## src/rtl/spi_adc_responder.sv

```systemverilog
// SPI mode-0 responder emulating a 12-bit serial ADC: serves one padded sample per
// CS-low frame on miso and captures the initiator's mosi bits into rx_data.
module spi_adc_responder #(
  parameter int DATA_W      = 12,
  parameter int PAD_W       = 4,
  parameter int SYNC_STAGES = 2
) (
  input  logic                      clk,
  input  logic                      reset,
  input  logic [DATA_W-1:0]         sample,
  input  logic                      sample_valid,
  input  logic                      sck,
  input  logic                      cs_n,
  input  logic                      mosi,
  output logic                      miso,
  output logic                      miso_oe,
  output logic [PAD_W+DATA_W-1:0]   rx_data,
  output logic                      rx_valid,
  output logic                      busy,
  output logic                      frame_abort
);

  localparam int FRAME_W = PAD_W + DATA_W;
  localparam int CNT_W   = $clog2(FRAME_W + 1);

  typedef enum logic [1:0] {IDLE, SHIFT, DONE} state_t;

  state_t               state, state_nxt;
  logic [SYNC_STAGES-1:0] sck_sync, cs_sync, mosi_sync;
  logic                 sck_d, cs_d;
  logic                 sck_s, cs_s, mosi_s;
  logic                 sck_rise, sck_fall, cs_rise, cs_fall;
  logic [DATA_W-1:0]    hold, hold_nxt;
  logic [FRAME_W-1:0]   tx, tx_nxt, rx, rx_nxt, rx_data_nxt;
  logic [CNT_W-1:0]     cnt, cnt_nxt, cnt_inc;
  logic                 miso_nxt, rx_valid_nxt, abort_nxt;

  assign sck_s    = sck_sync[SYNC_STAGES-1];
  assign cs_s     = cs_sync[SYNC_STAGES-1];
  assign mosi_s   = mosi_sync[SYNC_STAGES-1];
  assign sck_rise = sck_s & ~sck_d;
  assign sck_fall = ~sck_s & sck_d;
  assign cs_rise  = cs_s & ~cs_d;
  assign cs_fall  = ~cs_s & cs_d;
  assign cnt_inc  = cnt + 1'b1;

  assign miso_oe  = (state != IDLE);
  assign busy     = (state != IDLE);

  // cs_n chain clears to low so a select already held low across reset
  // cannot look like a fresh fall; a frame needs cs_n to be seen high first.
  always_ff @(posedge clk) begin
    if (reset) begin
      sck_sync    <= '0;
      cs_sync     <= '0;
      mosi_sync   <= '0;
      sck_d       <= 1'b0;
      cs_d        <= 1'b0;
      state       <= IDLE;
      hold        <= '0;
      tx          <= '0;
      rx          <= '0;
      cnt         <= '0;
      rx_data     <= '0;
      rx_valid    <= 1'b0;
      frame_abort <= 1'b0;
      miso        <= 1'b0;
    end else begin
      sck_sync    <= {sck_sync[SYNC_STAGES-2:0], sck};
      cs_sync     <= {cs_sync[SYNC_STAGES-2:0], cs_n};
      mosi_sync   <= {mosi_sync[SYNC_STAGES-2:0], mosi};
      sck_d       <= sck_s;
      cs_d        <= cs_s;
      state       <= state_nxt;
      hold        <= hold_nxt;
      tx          <= tx_nxt;
      rx          <= rx_nxt;
      cnt         <= cnt_nxt;
      rx_data     <= rx_data_nxt;
      rx_valid    <= rx_valid_nxt;
      frame_abort <= abort_nxt;
      miso        <= miso_nxt;
    end
  end

  always_comb begin
    state_nxt    = state;
    tx_nxt       = tx;
    rx_nxt       = rx;
    cnt_nxt      = cnt;
    rx_data_nxt  = rx_data;
    rx_valid_nxt = 1'b0;
    abort_nxt    = 1'b0;
    miso_nxt     = miso;
    hold_nxt     = sample_valid ? sample : hold;

    case (state)
      IDLE: begin
        miso_nxt = 1'b0;
        if (cs_fall) begin
          // hold_nxt lets a sample arriving with the fall detect be served
          tx_nxt    = {{PAD_W{1'b0}}, hold_nxt};
          cnt_nxt   = '0;
          miso_nxt  = tx_nxt[FRAME_W-1];
          state_nxt = SHIFT;
        end
      end
      SHIFT: begin
        if (cs_rise) begin
          abort_nxt = 1'b1;
          miso_nxt  = 1'b0;
          state_nxt = IDLE;
        end else if (sck_rise) begin
          rx_nxt  = {rx[FRAME_W-2:0], mosi_s};
          cnt_nxt = cnt_inc;
          if (cnt_inc == CNT_W'(FRAME_W)) begin
            rx_data_nxt  = rx_nxt;
            rx_valid_nxt = 1'b1;
            miso_nxt     = 1'b0;
            state_nxt    = DONE;
          end
        end else if (sck_fall) begin
          tx_nxt   = tx << 1;
          miso_nxt = tx[FRAME_W-2];
        end
      end
      DONE: begin
        miso_nxt = 1'b0;
        if (cs_rise) state_nxt = IDLE;
      end
      default: state_nxt = IDLE;
    endcase
  end

endmodule
```

## config.mk

```make
export PLATFORM = sky130hd
export DESIGN_NAME = spi_adc_responder
export DESIGN_NICKNAME = d
export VERILOG_FILES = /design/src/rtl/spi_adc_responder.sv
export SDC_FILE = /design/constraint.sdc
export NUM_CORES = 1
export LEC_CHECK = 0
export CELL_PAD_IN_SITES_DETAIL_PLACEMENT = 0
export CELL_PAD_IN_SITES_GLOBAL_PLACEMENT = 1
export CORE_MARGIN = 3
export CORE_UTILIZATION = 45
export DETAILED_ROUTE_END_ITERATION = 10
export PLACE_DENSITY = 0.94
export SETUP_SLACK_MARGIN = 0.3
export SLEW_MARGIN = 10
export SYNTH_ARGS = -nofsm -noshare
export SYNTH_HDL_FRONTEND = slang
export SYNTH_SLANG_ARGS = --single-unit
```

## constraint.sdc

```tcl
create_clock -name clk -period 2.2 [get_ports clk]
set_input_delay 0.44 -clock clk [delete_from_list [all_inputs] [get_ports clk]]
set_output_delay 0.44 -clock clk [all_outputs]
set_load 0.02 [all_outputs]
```

==> results_dict.tcl, run 1 <==
set metrics [dict create \
    clk_latency_ns 0.36 \
    die_width_microns 90.5 \
    synthesis.area_sq_mm 0.00321 \
    rsz0062_at_grt "false" \
    worst_pin_slew_ns 0.556 \
    htreeDepth 3 \
    drc 0 \
    clock.fmax_mhz 554 \
    port_buffers 38 \
    grt.overflow.total 0 \
    crit_type "reg2out" \
    maxCapViolations 0 \
    fin_setup_tns_ns 0 \
    maxSlewViolCount 0 \
    total_power_w 0.00266 \
    drt_iter0_drc 145 \
    initial_core_util_pct 46.8 \
    antenna_cells 0 \
    worstRegToRegCells 6 \
    finClkSkew_ns 0.0101 \
    ys_warn_count 0 \
    gp_congestion 0.762 \
    status "completed" \
    holdPathStages 1 \
    grt_use_total_pct 16.6 \
    cpPeakStageDelay_ns 0.38 \
    critPathRequiredTime_ns 1.76 \
    irDropWorstVdd_uv 386 \
    nets 402 \
    cts_buffer_depth 2 \
    core_sq_mm 0.00687 \
    syn_nets 373 \
    total_leakage_power_nw 1.32 \
    pin_count 39 \
    antenna_found_initial 0 \
    clkSlewWorstSetupHoldPaths_ns 0.08 \
    die_area_sq_mm 0.00819 \
    relSlewSlack_pct 62.8 \
    grt_max_degree 51 \
    setup_violations 0 \
    post-place-ws_ns 0.369 \
    dr.pass1.iters 4 \
    fin_crit_ns 1.80 \
    yosysSeqAreaShare_pct 47.3 \
    routedWlPerCell_microns 13.4 \
    dp_hpwl_microns 4210 \
    grt_pass1_vias 2450 \
    fin_ws_ns 0.396 \
    vias 2574 \
    nFillCells 644 \
    post-route-util_pct 55.2 \
    syn-instance-count 352 \
    clock-sinks 76 \
    final_layout_size_suffix_gt1_share_pct 10.4 \
    synth.avg_cell_area_sq_um 9.13 \
    slowest_stage "dfxtp_1" \
    critPathLaunchType "flip-flop" \
    grt_first_pass_wirelength_microns 11100 \
    fin_crit_sh_pct 82.0 \
    synth_cell_types 45 \
    cp-end-kind "output port" \
    cts_buffers 9 \
    cp.arrival_ns 1.36 \
    syn2layout_area_growth_pct 18.1 \
    root_buffer "clkbuf_8" \
    crit_chain "or2_2 -> dlygate4sd2_1" \
    cp_max_fo 5 \
    power_density_mw_per_mm2 702 \
    die_h_microns 90.5 \
    hold_violations 0 \
    post_drt_via_cell_ratio 5.34 \
    cts_setup_buffers 0 \
    cts_tree "built" \
    hp-class "reg2reg" \
    ys_ff_latch 76 \
    rows 30 \
    wirelength_microns 6460 \
    ant_nets 0 \
]
## kinds of logic (layout without fill, tap and decap cells)
group / after synthesis / count (layout) / share of synthesized area, %
fa+ha+maj: 3 / 3 / 1.17
compound gates: 92 / 92 / 18.4
simple gates: 132 / 132 / 21.0
flops: 76 / 76 / 47.3
buf+inv: 35 / 69 / 7.20
mux: 14 / 14 / 4.90
## power by group
group          switching (W)  total (W)  internal [W]
Combinational      0.0000804   0.000149     0.0000682
Sequential        0.00000895    0.00141       0.00140
Clock               0.000546    0.00111      0.000562
## placed cells by master, fill, tap and decap left out, types with 2 or more instances in the layout
cell type | synthesis | layout
and2_1 | 2 | 2
nor3_1 | 3 | 3
mux2i_1 | 12 | 12
dfxtp_1 | 76 | 76
inv_1 | 4 | 4
a21oi_1 | 50 | 50
o21ai_0 | 5 | 5
dlygate4sd2_1 | 0 | 2
clkbuf_8 | 0 | 10
nand2b_1 | 4 | 4
o31ai_1 | 16 | 16
o31a_1 | 2 | 2
inv_6 | 0 | 2
clkdlybuf4s50_1 | 0 | 35
nand4_1 | 18 | 18
clkinvlp_4 | 0 | 3
nor2b_1 | 7 | 7
buf_4 | 1 | 10
nand2_1 | 62 | 62
nor2_1 | 17 | 17
nand3_1 | 7 | 7
ha_1 | 3 | 3
o211ai_1 | 11 | 11
## metal layers
layer	up-vias	GRT usage (%)	wire length (microns)
li1	1298	-	-
met4	0	7.27	99
met3	9	3.75	298
met2	59	26.5	3170
met5	-	0	0
met1	1208	21.4	2890
## cell usage after synthesis (all sizes together)
library cell	count	area, sq um
a21oi	50	250
a22oi	1	7.51
a31oi	2	27.5
a32oi	1	8.76
a41o	2	31.3
a41oi	1	16.3
and2	2	12.5
and3	1	11.3
buf	20	175
clkbuf	11	41.3
dfxtp	76	1520
ha	3	37.5
inv	4	15.0
mux2	1	15.0
mux2i	13	143
nand2	62	233
nand2b	4	25.0
nand3	8	52.6
nand4	18	113
nor2	17	63.8
nor2b	8	57.6
nor3	3	15.0
nor3b	2	20.0
nor4b	1	23.8
nor4bb	1	10.0
o211ai	11	82.6
o21ai	6	30.0
o31a	2	17.5
o31ai	16	120
or2	1	6.26
or2b	1	7.51
or3	1	6.26
or4	1	7.51
or4b	1	10.0
## state kept, by name, summed over array words and instances (netlist names)
| register | cells |
|---|---|
| rx | 15 |
| tx | 15 |
| rx_data | 16 |
| frame_abort | 1 |
| miso | 1 |
| sck_sync | 2 |
| cs_sync | 2 |
| cs_d | 1 |
| hold | 12 |
| mosi_sync | 2 |
| rx_valid | 1 |
| sck_d | 1 |
| state | 2 |
| cnt | 5 |
## worst paths after layout
kind,startpoint,endpoint,slack (ns)
setup / recovery,state[1],miso_oe,0.40
hold / removal,sck_sync[0],sck_sync[1],0.44
setup reg to reg,sck_d,rx_data[11],0.47
hold reg to reg,sck_sync[0],sck_sync[1],0.44
## critical path, delay by kind of cell, from the launching register on
kind	cells	cell delay, ns
buffers and inverters	1	0.32
DFF	1	0.38
and+or+nand+nor	1	0.31
## what timing repair did
action,in CTS,in global routing
pin swaps,0,0
resized for setup,2,1
hold buffers,0,0
endpoints found under the setup margin,2,1
## stage by stage
stage / std cells / cell area (sq um) / hold WS, ns
2_1_floorplan: 352 / 3210 / 0.414
3_3_place_gp: 466 / 3590 / 0.418
3_5_place_dp: 466 / 3590 / 0.422
4_1_cts: 482 / 3790 / 0.441
5_1_grt: 482 / 3790 / 0.474
6_report: 482 / 3790 / 0.442
## area by class of cell
type,count,area (sq um),share of cell area [%]
sequential,76,1520,40.1
multi-input combinational,241,1460,38.5
inverter,4,15.0,0.396
clock buffer,10,138,3.63
timing repair buffer,49,468,12.3
tap,96,120,3.17
clock inverter,6,70.1,1.85
Power figures use the tool's default switching activity.
==> run 2, diff against run 1 <==
--- a/config.mk
+++ b/config.mk
@@ -8,9 +8,9 @@
 export CELL_PAD_IN_SITES_DETAIL_PLACEMENT = 0
 export CELL_PAD_IN_SITES_GLOBAL_PLACEMENT = 1
 export CORE_MARGIN = 3
-export CORE_UTILIZATION = 45
+export CORE_UTILIZATION = 38
 export DETAILED_ROUTE_END_ITERATION = 10
-export PLACE_DENSITY = 0.94
+export PLACE_DENSITY = 0.86
 export SETUP_SLACK_MARGIN = 0.3
 export SLEW_MARGIN = 10
 export SYNTH_ARGS = -nofsm -noshare
==> constraint.sdc (replaced) <==
create_clock -name clk -period 1.5 [get_ports clk]
set_input_delay 0.3 -clock clk [delete_from_list [all_inputs] [get_ports clk]]
set_output_delay 0.3 -clock clk [all_outputs]
set_load 0.02 [all_outputs]
==> results_dict.tcl, run 2 (same netlist as run 1, synthesis figures left out) <==
set metrics [dict create \
    status "completed" \
    crit_type "reg2reg" \
    core_sq_mm 0.00797 \
    htreeDepth 3 \
    final_cell_mix "dfxtp_1 (61), buf_4 (46), nand2_1 (41), a21oi_1 (37), nand4_1 (18)" \
    total_leakage_power_nw 1.81 \
    grt_max_degree 25 \
    drc 0 \
    cts_buffers 9 \
    switchingPower_w 0.000877 \
    clk_latency_ns 0.35 \
    cp-end-kind "flip-flop" \
    die_h_microns 98.0 \
    die_area_sq_mm 0.00960 \
    antenna_found_initial 0 \
    cp.arrival_ns 1.73 \
    maxCapViolations 0 \
    post_drt_via_cell_ratio 5.37 \
    reg_top3 "rx_data (16), rx (15), tx (15)" \
    cts_tree "built" \
    finClkSkew_ns 0.0107 \
    root_buffer "clkbuf_8" \
    final_layout_size_suffix_gt1_share_pct 44.0 \
    pin_count 39 \
    final_common_cell "dfxtp_1" \
    dr.pass1.iters 4 \
    dp_hpwl_microns 4620 \
    fin_crit_ns 1.46 \
    p_comb_share_pct 8.4 \
    power_density_mw_per_mm2 766 \
    critPathLaunchType "flip-flop" \
    irDropWorstVdd_uv 404 \
    p_int_w 0.00277 \
    syn2layout_area_growth_pct 48.2 \
    cp_max_fo 6 \
    maxSlewViolCount 0 \
    clkSlewWorstSetupHoldPaths_ns 0.07 \
    top_register "rx_data" \
    drt_iter0_drc 102 \
    worst_pin_slew_ns 0.302 \
    nets 451 \
    relSlewSlack_pct 79.6 \
    grt_first_pass_wirelength_microns 12800 \
    cts-hold-fix-buffers 0 \
    sequentialPowerShare_pct 56.6 \
    routedWlPerCell_microns 15.8 \
    gp_congestion 0.785 \
    r2r_setup_slack_ns 0.04 \
    ant_nets 0 \
    vias 2867 \
    nFillCells 647 \
    initial_core_util_pct 40.3 \
    clock.fmax_mhz 684 \
    wirelength_microns 8450 \
    pwr-share-clk_pct 35.0 \
    grt.overflow.total 0 \
    setup_violations 0 \
    total_power_w 0.00365 \
    port_buffers 38 \
    die_width_microns 98.0 \
    critPathRequiredTime_ns 1.77 \
    grt_use_total_pct 16.1 \
    fin_crit_sh_pct 97.5 \
    sw_frac_of_total_pct 24.1 \
    rows 32 \
    clock-sinks 76 \
    largest_reg_flops 16 \
    hold_violations 0 \
    rsz0062_at_grt "true" \
    antenna_cells 0 \
    grt_pass1_vias 2693 \
    hp-class "in2reg" \
    fin_setup_tns_ns 0 \
    cts_buffer_depth 2 \
]
-- run 2: cell types whose count changed in the layout (fill, tap and decap cells not counted), sizes merged, moves of 2 or more --
| cell | before | now |
|---|---|---|
| buf | 12 | 78 |
| clkinv | 0 | 2 |
| clkbuf | 10 | 12 |
| dlygate4sd2 | 2 | 0 |
| clkinvlp | 3 | 1 |
| inv | 6 | 4 |
| clkdlybuf4s50 | 35 | 16 |
-- run 2: metal layers --
metal / up-vias / track usage, % / wire, microns
met5: - / 0 / 0
met4: 0 / 4.15 / 92
met3: 9 / 4.79 / 333
met2: 57 / 28.1 / 4470
met1: 1394 / 19.3 / 3560
li1: 1407 / - / -
-- run 2: power by group through the flow --
stage / sequential (W) / clock (W) / combinational [W]
finish: 0.00206 / 0.00128 / 0.000307
CTS: 0.00206 / 0.00130 / 0.000281
detailed placement: 0.00211 / 0 / 0.000257
floorplan: 0.00211 / 0 / 0.000159
global placement: 0.00211 / 0 / 0.000254
global route: 0.00207 / 0.00138 / 0.000332
-- run 2: path summary, 6_finish.rpt --
path / from / end / cells past startpoint
worst min register to register: mosi_sync[0] / mosi_sync[1] / 1
worst max register to register: state[0] / tx[3] / 7
worst min-delay path: reset / cnt[1] / 3
worst max-delay path: state[0] / tx[3] / 7
-- run 2: layout make-up --
| type | count | area, sq um | share of cell area [%] |
|---|---|---|---|
| clock buffer | 10 | 128 | 2.68 |
| clock inverter | 3 | 17.5 | 0.368 |
| tap | 102 | 128 | 2.68 |
| inverter | 4 | 17.5 | 0.368 |
| multi-input combinational | 243 | 1920 | 40.3 |
| sequential | 76 | 1550 | 32.6 |
| timing repair buffer | 96 | 1000 | 21.0 |
-- run 2: critical path: stages (launching register included) --
cell	delay (ns)
dfxtp_4	0.39
buf_6	0.13
nor4b_4	0.04
buf_4	0.15
a41oi_4	0.26
buf_6	0.18
nand2_1	0.06
a21oi_1	0.17
-- run 2: stage by stage --
step | hold slack [ns] | setup slack [ns] | std cells | instance area [sq um] | utilization, %
finish | 0.330 | 0.0376 | 534 | 4760 | 59.8
global route | 0.361 | -0.0206 | 534 | 4760 | 59.8
CTS | 0.320 | 0.0740 | 524 | 4420 | 55.4
detailed placement | 0.426 | -0.111 | 491 | 3890 | 48.8
global placement | 0.417 | -0.0998 | 491 | 3890 | 48.8
floorplan | 0.412 | 0.114 | 352 | 3330 | -
-- run 2: timing repair --
action                                  in CTS  in global routing
endpoints found under the setup margin      76                 72
gates cloned                                 5                  3
pin swaps                                   61                 31
buffers inserted                            15                  7
gates resized for setup                    155                 60
